--- config.mk ---
export PLATFORM = sky130hd
export DESIGN_NAME = video_pattern_gen
export DESIGN_NICKNAME = d
export VERILOG_FILES = /design/src/rtl/video_pattern_gen.sv
export SDC_FILE = /design/constraint.sdc
export NUM_CORES = 1
export LEC_CHECK = 0
export BUFFER_PORTS_ARGS = -buffer_cell sky130_fd_sc_hd__buf_2
export CORE_MARGIN = 2
export CORE_UTILIZATION = 60
export CTS_BUF_LIST = sky130_fd_sc_hd__clkbuf_8
export DETAILED_ROUTE_END_ITERATION = 10
export PLACE_DENSITY = 0.83
export SLEW_MARGIN = 15
export SYNTH_ARGS = -nofsm -noshare
export SYNTH_HDL_FRONTEND = slang
export SYNTH_SLANG_ARGS = --single-unit
--- constraint.sdc ---
create_clock -name i_clk -period 6.28 [get_ports i_clk]
set_input_delay 0 -clock i_clk [delete_from_list [all_inputs] [get_ports i_clk]]
set_output_delay 0 -clock i_clk [all_outputs]
set_load 0.02 [all_outputs]
--- src/rtl/video_pattern_gen.sv ---
// video_pattern_gen: raster test-pattern source (solid, bars, checker, gradient) on a valid/ready pixel stream.
// Mode, colour and enable are captured only at frame boundaries; every output is registered.
module video_pattern_gen #(
    parameter int WIDTH        = 800,
    parameter int HEIGHT       = 600,
    parameter int BAR_WIDTH    = 100,
    parameter int CHECKER_LOG2 = 5
) (
    input  logic        i_clk,
    input  logic        i_rst_n,
    input  logic        i_enable,
    input  logic [1:0]  i_mode,
    input  logic [23:0] i_solid_color,
    output logic [23:0] o_video,
    output logic        o_video_valid,
    input  logic        i_video_ready,
    output logic        o_sof,
    output logic        o_eol,
    output logic [7:0]  o_frame_count
);
    localparam int XW = $clog2(WIDTH);
    localparam int YW = $clog2(HEIGHT);
    localparam int BW = $clog2(BAR_WIDTH + 1);
    localparam logic [XW-1:0] X_LAST  = XW'(WIDTH - 1);
    localparam logic [YW-1:0] Y_LAST  = YW'(HEIGHT - 1);
    localparam logic [BW-1:0] BC_LAST = BW'(BAR_WIDTH - 1);
    localparam logic [0:0] S_IDLE   = 1'b0;
    localparam logic [0:0] S_STREAM = 1'b1;

    logic [0:0]    r_state;
    logic [XW-1:0] r_x;
    logic [YW-1:0] r_y;
    logic [BW-1:0] r_bc;
    logic [2:0]    r_k;
    logic [1:0]    r_mode;
    logic [23:0]   r_color;
    logic          w_xfer, w_last_x, w_frame_end, w_load;
    logic [XW-1:0] w_nx;
    logic [YW-1:0] w_ny;
    logic [BW-1:0] w_nbc;
    logic [2:0]    w_nk;
    logic [23:0]   w_pix_first, w_pix_adv;

    // r_bc counts pixels within the current bar so the bar index needs no divider
    always_comb begin
        w_xfer      = o_video_valid & i_video_ready;
        w_last_x    = r_x == X_LAST;
        w_frame_end = w_last_x && r_y == Y_LAST;
        w_load      = r_state == S_IDLE ? i_enable : w_xfer & w_frame_end & i_enable;
        w_nx        = w_last_x ? '0 : r_x + 1'b1;
        w_ny        = w_frame_end ? '0 : w_last_x ? r_y + 1'b1 : r_y;
        w_nbc       = (w_last_x || r_bc == BC_LAST) ? '0 : r_bc + 1'b1;
        w_nk        = w_last_x ? 3'd0 : (r_bc == BC_LAST && r_k != 3'd7) ? r_k + 3'd1 : r_k;
        w_pix_first = i_mode == 2'd0 ? i_solid_color : 24'h000000;
        w_pix_adv   = r_mode == 2'd0 ? r_color :
                      r_mode == 2'd1 ? {{8{w_nk[2]}}, {8{w_nk[1]}}, {8{w_nk[0]}}} :
                      r_mode == 2'd2 ? {24{w_nx[CHECKER_LOG2] ^ w_ny[CHECKER_LOG2]}} :
                                       {3{w_nx[7:0]}};
    end

    always_ff @(posedge i_clk) begin
        if (!i_rst_n) begin
            r_state       <= S_IDLE;
            r_x           <= '0;
            r_y           <= '0;
            r_bc          <= '0;
            r_k           <= '0;
            r_mode        <= '0;
            r_color       <= '0;
            o_video       <= '0;
            o_video_valid <= 1'b0;
            o_sof         <= 1'b0;
            o_eol         <= 1'b0;
            o_frame_count <= '0;
        end else begin
            if (w_load) begin
                r_mode  <= i_mode;
                r_color <= i_solid_color;
            end
            if (r_state == S_IDLE) begin
                if (i_enable) begin
                    r_state       <= S_STREAM;
                    o_video_valid <= 1'b1;
                    o_video       <= w_pix_first;
                    o_sof         <= 1'b1;
                end
            end else if (w_xfer) begin
                r_x     <= w_nx;
                r_y     <= w_ny;
                r_bc    <= w_nbc;
                r_k     <= w_nk;
                o_sof   <= w_load;
                o_eol   <= w_nx == X_LAST;
                o_video <= w_frame_end ? w_pix_first : w_pix_adv;
                if (w_frame_end) begin
                    o_frame_count <= o_frame_count + 8'd1;
                    if (!i_enable) begin
                        r_state       <= S_IDLE;
                        o_video_valid <= 1'b0;
                    end
                end
            end
        end
    end
endmodule

# [After elaboration in Yosys (flattened, before gate mapping)]
# Cells that the tools add are included.
[op_classes] addsub=5 n_eq_ne=10 muxes=26 bitwise_logic=4 n_reduce_logical=12
[op_table] operator="2-to-1 mux 24 bit" n=8
[op_table] operator="equality test 10 bit, second input constant" n=3
[op_table] operator="2-to-1 mux 10 bit" n=3
[op_table] operator="adder 10 x 1 -> 10 bit, second input constant" n=2
[op_table] operator="2-to-1 mux 1 bit" n=12
[op_table] operator="adder 8 x 1 -> 8 bit, second input constant" n=1
[op_table] operator="adder 7 x 1 -> 7 bit, second input constant" n=1
[op_table] operator="equality test 7 bit, second input constant" n=1
[op_table] operator="2-to-1 mux 7 bit" n=1
[op_table] operator="2-to-1 mux 3 bit" n=2
[op_table] operator="AND reduction 3 bit" n=2
[op_table] operator="zero test 2 bit" n=2
[op_table] operator="inequality test 2 x 1 -> 1 bit, second input constant" n=2
[op_table] operator="AND reduction 2 bit" n=2
[op_table] operator="AND reduction 4 bit" n=1
[op_table] operator="nonzero test 2 bit" n=2
[op_table] operator="adder 3 x 1 -> 3 bit, second input constant" n=1
[op_table] operator="bitwise AND 1 bit" n=3
[op_table] operator="inequality test 3 bit, second input constant" n=1
[op_table] operator="equality test 2 x 1 -> 1 bit, second input constant" n=1
[op_table] operator="equality test 2 bit, second input constant" n=1
[op_table] operator="logical AND 1 bit" n=2
[op_table] operator="inequality test 2 bit, second input constant" n=1
[op_table] operator="logical OR 1 bit" n=1
[op_table] operator="bitwise XOR 1 bit" n=1
[word_totals] register_bits=92 inputBits=30 output_inout_bits=35 word_cells=70

# [Logic depth before layout (Yosys ltp)]
# Gate-level depths: netlist of run 1.
[logic_depth] ltp_word=10 ltp_mapped=11 mapped_depth_nobuf=9

# [Worst setup path after synthesis of run 1]
# OpenSTA, ideal clock, no wires.
[synth_timing] path_type="register to register" from="register r_x[0]" to="register r_color[11]" setup_time_ps=71 t_arrival_ps=2385 required_ps=6209 slack_ps=3824 path_stages_with_launch=12 path_cell_list="dfxtp_1 > ha_1 > nand4_1 > or3_1 > buf_6 > or3_4 > nand2_2 > and2_4 > buf_12 > buf_12 > nand2_2 > a21oi_2"
[synth_between] elab_chain_len=5
[synth_rtl] element="from (decl)" line_no="31" source="logic [XW-1:0] r_x;"
[synth_rtl] element="from (signal assigned)" line_no="88" source="r_x <= w_nx;"
[synth_rtl] element="equality test 10 bit" line_no="47" source="w_last_x = r_x == X_LAST;"
[synth_rtl] element="logical AND 1 bit" line_no="48" source="w_frame_end = w_last_x && r_y == Y_LAST;"
[synth_rtl] element="bitwise AND 1 bit (2 in a row)" line_no="49" source="w_load = r_state == S_IDLE ? i_enable : w_xfer & w_frame_end & i_enable;"
[synth_rtl] element="2-to-1 mux 1 bit" line_no="49"
[synth_rtl] element="to (signal assigned)" line_no="78" source="r_color <= i_solid_color;"
[synth_rtl] element="to (decl)" line_no="36" source="logic [23:0] r_color;"
# Every way passes these cells.
# A chain may end at the register's enable or synchronous reset.

# [Worst setup path in the final report of run 1]
[layout_timing] from="register r_x[0]" to="register o_video[18]"
[layout_between] elab_chain_len=10 elab_cells_between_ends=14 cone_classes="add/sub (1); eq/ne (1); mux (10); bitwise (1); reduce/logical (1)"
[layout_rtl] element="parallel branches: the longest is 7 deep, another holds adder 10 x 1 -> 10 bit"
[layout_rtl] element="2-to-1 mux 24 bit (*)" line_no="94" source="o_video <= w_frame_end ? w_pix_first : w_pix_adv;"
[layout_rtl] element="2-to-1 mux 24 bit (*)" line_no="87" source="end else if (w_xfer) begin"
[layout_rtl] element="2-to-1 mux 24 bit (*)" line_no="80" source="if (r_state == S_IDLE) begin"
[layout_rtl] element="to (signal assigned)" line_no="84" source="o_video <= w_pix_first;"
[layout_rtl] element="to (signal assigned)" line_no="94"
[layout_rtl] element="to (decl)" line_no="14" source="output logic [23:0] o_video,"
# Every way passes the cells marked *. The select of a mux whose other input is x is not followed.

==> impl_results.md, run 1 <==
* Post-synthesis compound-gate area fraction at 0.241
* Post CTS Setup Buffer Count at 0
* Worst slew pin tran at about 1.1 ns
* Critical path arrival at 3.40 ns
* Synth top area cells: dfxtp_1 39%, nand2_1 6.5%, a21oi_1 5.4%
* Die W at 92.7 um
* Routed wire length at 12500 um
* Xor and xnor fraction of the mapped netlist area at 0.0538
* Worst hold path type: in2reg
* DRC errors left at 0
* Post-synth EDFFs at 0
* Post-DR wirelength/cell at 16.5 um
* CTS Sinks at 92
* Setup_tns at 0 ns
* DP Cell Count at 717
* Vias at roughly 4600
* Max cap viols at 0
* Worst reg2reg endpoint: o_video[18]
* Yosys reg bits at 92
* Die ar. at 8600 um^2
* Post-Synth Simple-Gate Area at 0.239
* Gate Count Post-Synth at 585
* Setup slack, reg-to-reg at 3.17 ns
* CTS tree: built
* Cell Area, Placed at between 4000 and 5000 um^2
* Hold Crit Endpoint: o_video[9]
* Slew Viols, Final at 0
* Core area at 7690 um^2
* Synthesized area at 4720 um^2
* Pre-CTS setup slack at around 3.3 ns
* Port bufs at 64
* Achievable Freq at 321 MHz
* Asr flop ratio synth at 0
* Post-route cell area at 5470 um^2
* Max H-tree Level at 3
* Setup slack after layout at between 3 and 4 ns
* Initial antenna violation count at 0
* Largest net degree at the start of global routing at 43
* Vias in the first global route at 4417
* Final-report setup violation count at 0
* Final #Nets at approximately 690
* Setup Skew at 0.0110 ns
* Ys Warns at 0
* Setup crit start kind: flip-flop
* Launching point of the worst reg2reg path: r_x[0]
* Syn Nets at 621
* Row count at 32
* Starting DRT DRC Count at 443
* Worst reg2reg path depth at 8
* GRT met1 Usage at 0.380
* Most frequent cell after synthesis: dfxtp_1
* DR vias/cell at 6.06
* Worst rel slew slack at 0.251
* Worst Setup End Kind: flip-flop
* Fin crit share at 0.496
* Minimum clock period at 3.11 ns
* Crit path max fanout at 19
* Layout cells sized above 1 at 0.205
* P&R area growth vs syn at 15.9%
* First-pass GRT wire length at 20900 um
* Library cells used by synthesis at between 50 and 60
* DR pass1 iterations at 5
* Worst skew pair latency at 0.37 ns
* Cell accounting for the most synthesized area: dfxtp_1
* Synth Flop Type: dfxtp_1
* Status: finished clean
* Num CTS Buffers at 9
* Pwr Density at roughly 220 nW/um^2
* Die Y at 92.7 um
* Leak at 2.17 nW
* Mux cell area share after synthesis at 0.0106
* Worst hold start: i_rst_n
* Placer Congestion at 0.940
* ANT nets after route at 0
* Root Driver: clkbuf_8
* DP HPWL at around 8000 um
* I/O Pins at 65
* PnR Total Power at about 1.2 mW
* Gr busiest metal: met2
* Worst-path clk slew at ~0.1 ns
* Largest family of logic cells by synthesized area: compound AO/OA/AOI/OAI gates
* Synth cell count leaders: 92 x dfxtp_1, 82 x nand2_1, 51 x a21oi_1, 51 x o21ai_0, 45 x nor2_1
* Sequential fraction of the synthesis area at 0.390
* Syn avg cell area at 8.08 um^2
* Required @ worst endpoint at 6.57 ns
* Diode count at 0
* Global Route Usage Sum at 0.301
* Total gr overflow at 0
* M2 GR Usage at 0.513
* Fraction of the mapped netlist area in adder cells at 0.0159
* Max IR drop VDD at between 150 and 200 uV
* Top-area cell type share of the netlist area at 0.390
* Worst hold stages at 2
* Initial Utilization at 0.615
* CTS max path bufs at 2
* Finished Layout Cells at 760
* Met3 Track Usage GR at 0.0431
* RSZ-0062 raised after global routing: false
* Hold Vio Cnt, Final at 0
* Crit Path Class: reg2reg
stage by stage:
stage	utilization	hold slack, ns
after floorplan	-	0.117
after global placement	0.650	0.250
after detailed placement	0.650	0.253
after CTS	0.712	0.167
after global routing	0.712	0.192
final	0.712	0.186
power breakdown:
group | internal, mW | switching, mW
Clock | 0.199 | 0.222
Combinational | 0.0629 | 0.107
Sequential | 0.607 | 0.0160
Total | 0.868 | 0.345
sequential cells by signal, summed over array words and instances (netlist names):
signal and count:
o_video 24, o_eol 1, r_state 1, r_bc 7
o_sof 1, r_x 10, o_frame_count 8, o_video_valid 1
r_mode 2, r_k 3, r_y 10, r_color 24
layer usage:
layer / vias to the layer above / share of wire
met1: 2155 / 0.42
met2: 206 / 0.49
met4: 0 / 0.027
li1: 2214 / -
met5: - / 0
met3: 31 / 0.066
cell usage in the layout (no fill, tap or decap), drive strengths merged, types with 2 or more instances in the layout:
cell         synthesis  routed
clkinv               0       3
o31ai                3       3
o22ai                4       4
and3                 7       7
dfxtp               92      92
inv                  7       9
o2111ai              2       2
o211ai               7       7
a31oi                6       6
mux2i                5       5
dlygate4sd3          0      27
nand4               11      11
nand2              104     104
a21oi               71      71
nand3b               4       4
o211a               10      10
buf                  8      68
a21o                 2       2
nor4                 2       2
o221ai               2       2
nor3b                3       3
o21a                 4       4
clkbuf              30      10
and2                 2       2
nor2                45      45
a211oi               3       3
o21ai               52      52
or3                  9       9
ha                   6       6
nor3                 9       9
xnor2                9       9
or4b                 2       2
a311oi               2       2
xor2                20      20
nand3               25      25
a22oi                2       2
kinds of logic after synthesis:
| family | count (synthesis) |
|---|---|
| multiplexers | 5 |
| AO/OA/AOI/OAI | 178 |
| flip-flops | 92 |
| XOR/XNOR | 29 |
| buffers and inverters | 45 |
| AND/OR/NAND/NOR | 230 |
| adder cells (fa/ha/maj) | 6 |
worst max path at each step:
stage               startpoint     endpoint  slack [ns]  cells past startpoint
global placement        r_x[0]  r_color[19]        3.37                      8
detailed placement      r_x[0]   r_color[0]        3.26                      8
CTS                     r_x[0]   r_color[3]        3.24                      8
finish                  r_x[0]  o_video[18]        3.17                      8
floorplan               r_x[0]  r_color[11]        3.82                     11
global route            r_x[0]  r_color[22]        2.96                      8
worst max-delay path, stage by stage, from the launching register on:
cell and delay, ns:
dfxtp_1 0.47, ha_1 0.29, nand4_1 0.24, or3_1 0.71, o211ai_1 0.24, nor3b_1 0.36
a21boi_1 0.34, o2111ai_1 0.19, a21oi_1 0.19
final cells by class:
type	count	area, um^2
multi-input combinational	448	2650
clock inverter	6	70.1
timing repair buffer	95	621
clock buffer	10	138
sequential	92	1840
inverter	7	26.3
fill	627	2210
tap	102	128
what timing repair did:
| action | in CTS | in global routing |
|---|---|---|
| resized for setup | 0 | 0 |
| hold buffers | 27 | 0 |
| endpoints found under the hold margin | 38 | 0 |
No activity file was read; power rests on OpenSTA's default activity.
==> inputs of run 2 (changes only) <==
ABC_AREA = 1   (was default)
clock period = 2.9 ns   (was 6.28 ns; I/O delays follow)
==> run 2 against run 1 <==
Net effect:
- routed wire length fell by 1.7%
- area after synthesis fell by 1.7%
- clock skew barely moved
- non-clock buffer count rose by 2
- global-route usage rose by 0.42 points
- combinational power rose to 2.7 times the previous value
- design area rose by 0.57%
- first-iteration DRC count fell by 26%
- core utilization rose by 1.2 points
- clock-buffer cell count did not move
- largest cell class unchanged
- largest power group unchanged
==> impl_results.md, run 2 <==
* Routed wire length at 12300 um (-1.7%)
* Setup Skew at 0.0109 ns (-0.000110 ns)
* P&R area growth vs syn at 18.5%
* Commonest non-fill, non-tap cell in the layout: nand2_1
* Crit path max fanout at 21 (+2)
* Highest metal used: met4
* Max IR drop VDD at 310 uV (+76%)
* Row count at 32 (unchanged)
* Die ar. at 8460 um^2 (-1.6%)
* Top-area cell type share of the netlist area at 0.396 (+0.00661)
* Most frequent cell after synthesis: nand2_1
* Commonest non-fill, non-tap cells in the layout: 164 x nand2_1, 123 x nor2_1, 92 x dfxtp_1, 73 x o21ai_0, 65 x a21oi_1
* Layout cells sized above 1 at 0.125 (-0.0802)
* Global Route Usage Sum at 0.305 (+0.00415)
* Minimum clock period at 2.50 ns (-0.610 ns)
* Total gr overflow at 0 (unchanged)
* # resized after CTS at 0 (unchanged)
* Setup crit start kind: flip-flop
* Asr flop ratio synth at 0 (unchanged)
* Sequential fraction of the synthesis area at 0.396 (+0.00661)
* Num CTS Buffers at 9 (unchanged)
* CTS tree: built
* PnR Total Power at 2.81 mW (+130%)
* Synth cell count leaders: 164 x nand2_1, 123 x nor2_1, 92 x dfxtp_1
* Largest net degree at the start of global routing at 53 (+23%)
* Hold Vio Cnt, Final at 0 (unchanged)
* Worst-path clk slew at 0.09 ns (about the same)
* Vias at 4905 (+6.5%)
* Core area at 7610 um^2 (-1.0%)
* Post-synth EDFFs at 0 (unchanged)
* Crit Path Class: reg2reg
* Required @ worst endpoint at 3.19 ns (-3.38 ns)
* ANT nets after route at 0 (unchanged)
* Synth Flop Type: dfxtp_1
* Worst Setup End Kind: flip-flop
* First-pass GRT wire length at 21100 um (+0.73%)
* CTS Sinks at 92 (unchanged)
* Syn avg cell area at 6.56 um^2 (-19%)
* Fin crit share at 0.863 (+0.367)
* Starting DRT DRC Count at 329 (-26%)
* WL met2 at 5920 um (-2.6%)
* Final #Nets at 823 (+19%)
* Syn Nets at 744 (+20%)
* Max cap viols at 0 (unchanged)
* Status: finished clean
* Worst skew pair latency at 0.37 ns (about the same)
* DR vias/cell at 5.49 (-9.5%)
* Final-report setup violation count at 0 (unchanged)
* Gate Count Post-Synth at 708 (+21%)
* Port bufs at 64 (unchanged)
* Synth top area cells: dfxtp_1 40%, nand2_1 13%, nor2_1 9.9%
* Max H-tree Level at 3 (unchanged)
* Root Driver: clkbuf_8
* Initial antenna violation count at 0 (unchanged)
* Largest regs: o_video: 24 flops, r_color: 24 flops
* I/O Pins at 65 (unchanged)
* DRC errors left at 0 (unchanged)
* DP HPWL at 8410 um (+5.0%)
* DR pass1 iterations at 6 (+1)
* Ys Warns at 0 (unchanged)
* Diode count at 0 (unchanged)
* Worst hold path type: in2reg
* Placer Congestion at 0.959 (+2.1%)
* Achievable Freq at 400 MHz (+24%)
* Setup_tns at 0 ns (unchanged)
* Library cells used by synthesis at 38 (-33%)
* Pwr Density at 510 nW/um^2 (+130%)
* Post-DR wirelength/cell at 13.8 um (-16%)
* Yosys reg bits at 92 (unchanged)
* Initial Utilization at 0.611 (-0.00389)
* CTS max path bufs at 2 (unchanged)
* Critical path arrival at 2.79 ns (-0.61 ns)
* Filler cells at 644 (+2.7%)
* RSZ-0062 raised after global routing: false
* Synthesized area at 4650 um^2 (-1.7%)
* Vias in the first global route at 4622 (+4.6%)
* Met3 wire length at 865 um (+4.3%)
* Cell accounting for the most synthesized area: dfxtp_1
* Slew Viols, Final at 0 (unchanged)
* Die Y at 92.0 um (-0.80%)
* Die W at 92.0 um (-0.80%)
* Worst slew pin tran at 0.751 ns (-0.373 ns)
* Wl on met1 at 5300 um (+0.40%)
* Leak at 2.48 nW (+14%)
* Worst rel slew slack at 0.499 (+0.248)
## run 2: cell count changes in the layout (fill, tap and decap cells not counted), moves of 9 or more
cell	change
o21ai_0	+22
nand2_2	-21
a21oi_1	+15
inv_1	+56
nor2_1	+78
o211a_1	-10
a21oi_2	-20
nand2_1	+82
a31oi_1	+9
xor2_1	-16
## run 2: where the power goes
group / switching (mW) / internal [mW] / leakage (nW) / total, mW
Sequential: 0.0394 / 1.33 / 0.753 / 1.37
Clock: 0.470 / 0.509 / 0.114 / 0.980
Combinational: 0.298 / 0.159 / 1.61 / 0.457
## run 2: timing repair
item,4_1_cts,5_1_grt
hold buffers,28,0
endpoints found under the hold margin,46,0
buffers inserted,0,0
## run 2: cell families (layout without fill, tap and decap cells)
| group | after synthesis | count (layout) | share of synthesized area |
|---|---|---|---|
| simple gates | 342 | 342 | 0.306 |
| buf+inv | 97 | 181 | 0.0835 |
| xor+xnor | 6 | 6 | 0.0113 |
| fa+ha+maj | 6 | 6 | 0.0162 |
| compound gates | 165 | 165 | 0.187 |
| flops | 92 | 92 | 0.396 |
## run 2: cell type report
class | instances | area [um^2] | area share
well taps | 102 | 128 | 0.0232
clock buffers | 10 | 138 | 0.0250
clock inverters | 6 | 88.8 | 0.0161
repair buffers | 97 | 638 | 0.116
multi-input cells | 519 | 2420 | 0.439
flip-flops and latches | 92 | 1840 | 0.335
inverters | 68 | 255 | 0.0464
## run 2: path summary, 6_finish.rpt
path               start               end  slack (ns)  cells past startpoint
max reg2reg       r_x[0]       r_color[14]        0.40                     11
max               r_x[0]       r_color[14]        0.40                     11
min              i_rst_n  o_frame_count[7]        0.06                      3
min reg2reg  r_color[16]       r_color[16]        0.46                      2
## run 2: through the flow
step	utilization	setup WS (ns)	std cells	instance area (um^2)	hold slack, ns
finish	0.724	0.398	894	5510	0.0614
global placement	0.657	0.607	850	5000	0.264
global route	0.724	0.183	894	5510	0.0889
floorplan	-	0.996	708	4650	0.149
detailed placement	0.657	0.454	850	5000	0.268
CTS	0.724	0.427	894	5510	0.0490
## run 2: worst max-delay path, stage by stage (launching register included)
cell and delay (ns):
dfxtp_1 0.38, ha_1 0.26, nand2_2 0.11, nor2_4 0.06, nand3_4 0.17, nor2_8 0.06, inv_2 0.12, nor2_4 0.07
o21ai_2 0.59, buf_4 0.35, o21ai_0 0.10, a21oi_1 0.15
## run 2: layer usage
metal,vias up,global-route usage
met1,2225,0.389
li1,2460,-
met4,0,0.104
met3,29,0.0542
met2,191,0.523
met5,-,0
==> inputs of run 3 (changes only) <==
BUFFER_PORTS_ARGS = -buffer_cell sky130_fd_sc_hd__buf_4   (was -buffer_cell sky130_fd_sc_hd__buf_2)
SLEW_MARGIN = default   (was 15)
==> run 3 against run 2 <==
Net effect:
- worst setup slack gained 0.087 ns
- core utilization is 2.1 points higher
- global-route usage is 0.52 points higher
- critical path type unchanged
- clock power up 6%
- non-clock buffer count down 1
==> impl_results.md, run 3 (synthesized netlist as in run 2, its figures left out) <==
* Achievable Freq at 414 MHz (+3.6%)
* DR vias/cell at 5.53 (+0.83%)
* Worst skew pair latency at 0.36 ns (about the same)
* Commonest non-fill, non-tap cell in the layout: nand2_1
* Required @ worst endpoint at 3.20 ns (about the same)
* Setup_tns at 0 ns (unchanged)
* Root Driver: clkbuf_8
* Kind of cell adding the most delay to the critical path: buffers and inverters
* Status: finished clean
* Crit path max fanout at 37 (+76%)
* Die Y at 92.0 um (unchanged)
* RSZ-0062 raised after global routing: false
* Crit-path max cell delay at 0.49 ns (-0.10 ns)
* I/O Pins at 65 (unchanged)
* DRC errors left at 0 (unchanged)
* Slew Viols, Final at 0 (unchanged)
* Post-DR wirelength/cell at 14.1 um (+2.6%)
* Total gr overflow at 0 (unchanged)
* Setup slack, reg-to-reg at 0.48 ns (+0.09 ns)
* Worst-path clk slew at 0.10 ns (about the same)
* Filler cells at 611 (-5.1%)
* Max IR drop VDD at 383 uV (+23%)
* First-pass GRT wire length at 21400 um (+1.6%)
* DR pass1 iterations at 6 (unchanged)
* Crit-path slowest cell: inv_2
* Row count at 32 (unchanged)
* Initial antenna violation count at 0 (unchanged)
* Critical path arrival at 2.72 ns (-0.07 ns)
* Starting DRT DRC Count at 406 (+23%)
* Sw Share at 0.280 (-0.00735)
* Routed wire length at 12600 um (+2.5%)
* Vias at 4940 (+0.71%)
* Max H-tree Level at 3 (unchanged)
* Fin crit share at 0.833 (-0.0299)
* Post CTS Setup Buffer Count at 0 (unchanged)
* Core area at 7610 um^2 (unchanged)
* Crit Path Class: reg2reg
* Port bufs at 64 (unchanged)
* Clock power frac at 0.358 (+0.009)
* Setup Skew at 0.0141 ns (+0.00316 ns)
* Worst Setup End Kind: flip-flop
* DP HPWL at 8320 um (-0.99%)
* Placer Congestion at 0.912 (-4.9%)
* CTS max path bufs at 2 (unchanged)
* Pwr Density at 512 nW/um^2 (+0.43%)
* Leak at 2.51 nW (+1.3%)
* ANT nets after route at 0 (unchanged)
* PnR Total Power at 2.90 mW (+3.4%)
* Vias in the first global route at 4666 (+0.95%)
* Crit-path cells: ha_1 > nand2_2 > nor2_4 > nand2_1 > inv_1 > a21oi_2 > inv_2 > a31oi_1 > a21oi_1
* Final #Nets at 822 (-0.12%)
* Max cap viols at 0 (unchanged)
* Int Power at 2.09 mW (+4.5%)
* Largest regs: o_video: 24 flops, r_color: 24 flops
* Buffers and inverters on the worst path at 2 (unchanged)
* Worst rel slew slack at 0.505 (+0.00603)
* Worst hold path type: in2reg
* Setup crit start kind: flip-flop
* Minimum clock period at 2.42 ns (-0.0866 ns)
* Commonest non-fill, non-tap cells in the layout: 164 x nand2_1, 123 x nor2_1, 92 x dfxtp_1, 73 x o21ai_0, 69 x buf_4
* CTS Sinks at 92 (unchanged)
* Initial Utilization at 0.611 (unchanged)
* Sequential share of power at 0.473 (-0.015)
* # resized after CTS at 0 (unchanged)
* Die ar. at 8460 um^2 (unchanged)
* Psw at 0.814 mW (+0.76%)
* Num CTS Buffers at 9 (unchanged)
* P&R area growth vs syn at 22.0%
* Worst slew pin tran at 0.741 ns (-0.00976 ns)
* Global Route Usage Sum at 0.310 (+0.00519)
* Diode count at 0 (unchanged)
* Layout cells sized above 1 at 0.125 (+0.000158)
* CTS tree: built
* Comb pwr share at 0.169 (+0.006)
* Die W at 92.0 um (unchanged)
* Hold Vio Cnt, Final at 0 (unchanged)
* Final-report setup violation count at 0 (unchanged)
* Largest net degree at the start of global routing at 38 (-28%)
[run 3: cell types whose count changed in the layout (fill, tap and decap cells not counted)]
cell	change
buf_2	-64
buf_4	+64
bufinv_16	+1
clkbuf_8	-1
clkinv_2	+1
clkinv_4	-2
dlygate4sd3_1	-1
inv_6	+1
[run 3: layout make-up]
cell class | instances | area (um^2) | area share
clock inverters | 7 | 115 | 0.0203
repair buffers | 96 | 788 | 0.139
inverters | 68 | 255 | 0.0450
flip-flops and latches | 92 | 1840 | 0.325
well taps | 102 | 128 | 0.0225
multi-input cells | 519 | 2420 | 0.426
clock buffers | 9 | 124 | 0.0219
[run 3: stage by stage]
stage | cells | util | area, um^2 | hold slack, ns | worst slack (ns)
after global routing | 893 | 0.745 | 5670 | 0.0622 | 0.251
after detailed placement | 850 | 0.678 | 5160 | 0.256 | 0.527
after floorplan | 708 | - | 4650 | 0.149 | 0.996
after global placement | 850 | 0.678 | 5160 | 0.248 | 0.643
after CTS | 893 | 0.745 | 5670 | 0.0414 | 0.524
final | 893 | 0.745 | 5670 | 0.0583 | 0.484
[run 3: worst reg2reg max path: cells and delay by family, from the launching register on]
kind	cells	cell delay, ns
buffers and inverters	2	0.66
AOI/OAI and AO/OA	3	0.53
adders and majority gates	1	0.24
DFF	1	0.45
and+or+nand+nor	3	0.48
[run 3: repair_timing]
item,CTS,global route
hold buffers,27,0
endpoints found under the hold margin,43,0
endpoints found under the setup margin,0,0
[run 3: power groups by stage]
| stage | Sequential (mW) | Combinational, mW | Clock, mW |
|---|---|---|---|
| finish | 1.37 | 0.490 | 1.04 |
| detailed placement | 1.40 | 0.447 | 0 |
| global route | 1.38 | 0.544 | 1.10 |
| floorplan | 1.43 | 0.261 | 0 |
| CTS | 1.37 | 0.479 | 1.04 |
| global placement | 1.40 | 0.437 | 0 |
[run 3: path summary, 6_finish.rpt]
| check | from | endpoint | cells past startpoint |
|---|---|---|---|
| max | r_x[0] | o_video[1] | 9 |
| max reg2reg | r_x[0] | o_video[1] | 9 |
| min reg2reg | r_color[16] | r_color[16] | 2 |
| min | i_rst_n | r_color[1] | 3 |
[run 3: routing by layer]
metal	track usage	wire length [um]	up-vias
li1	-	-	2452
met1	0.415	5500	2249
met2	0.521	5960	213
met3	0.0419	925	26
met4	0.0995	221	0
met5	0	0	-
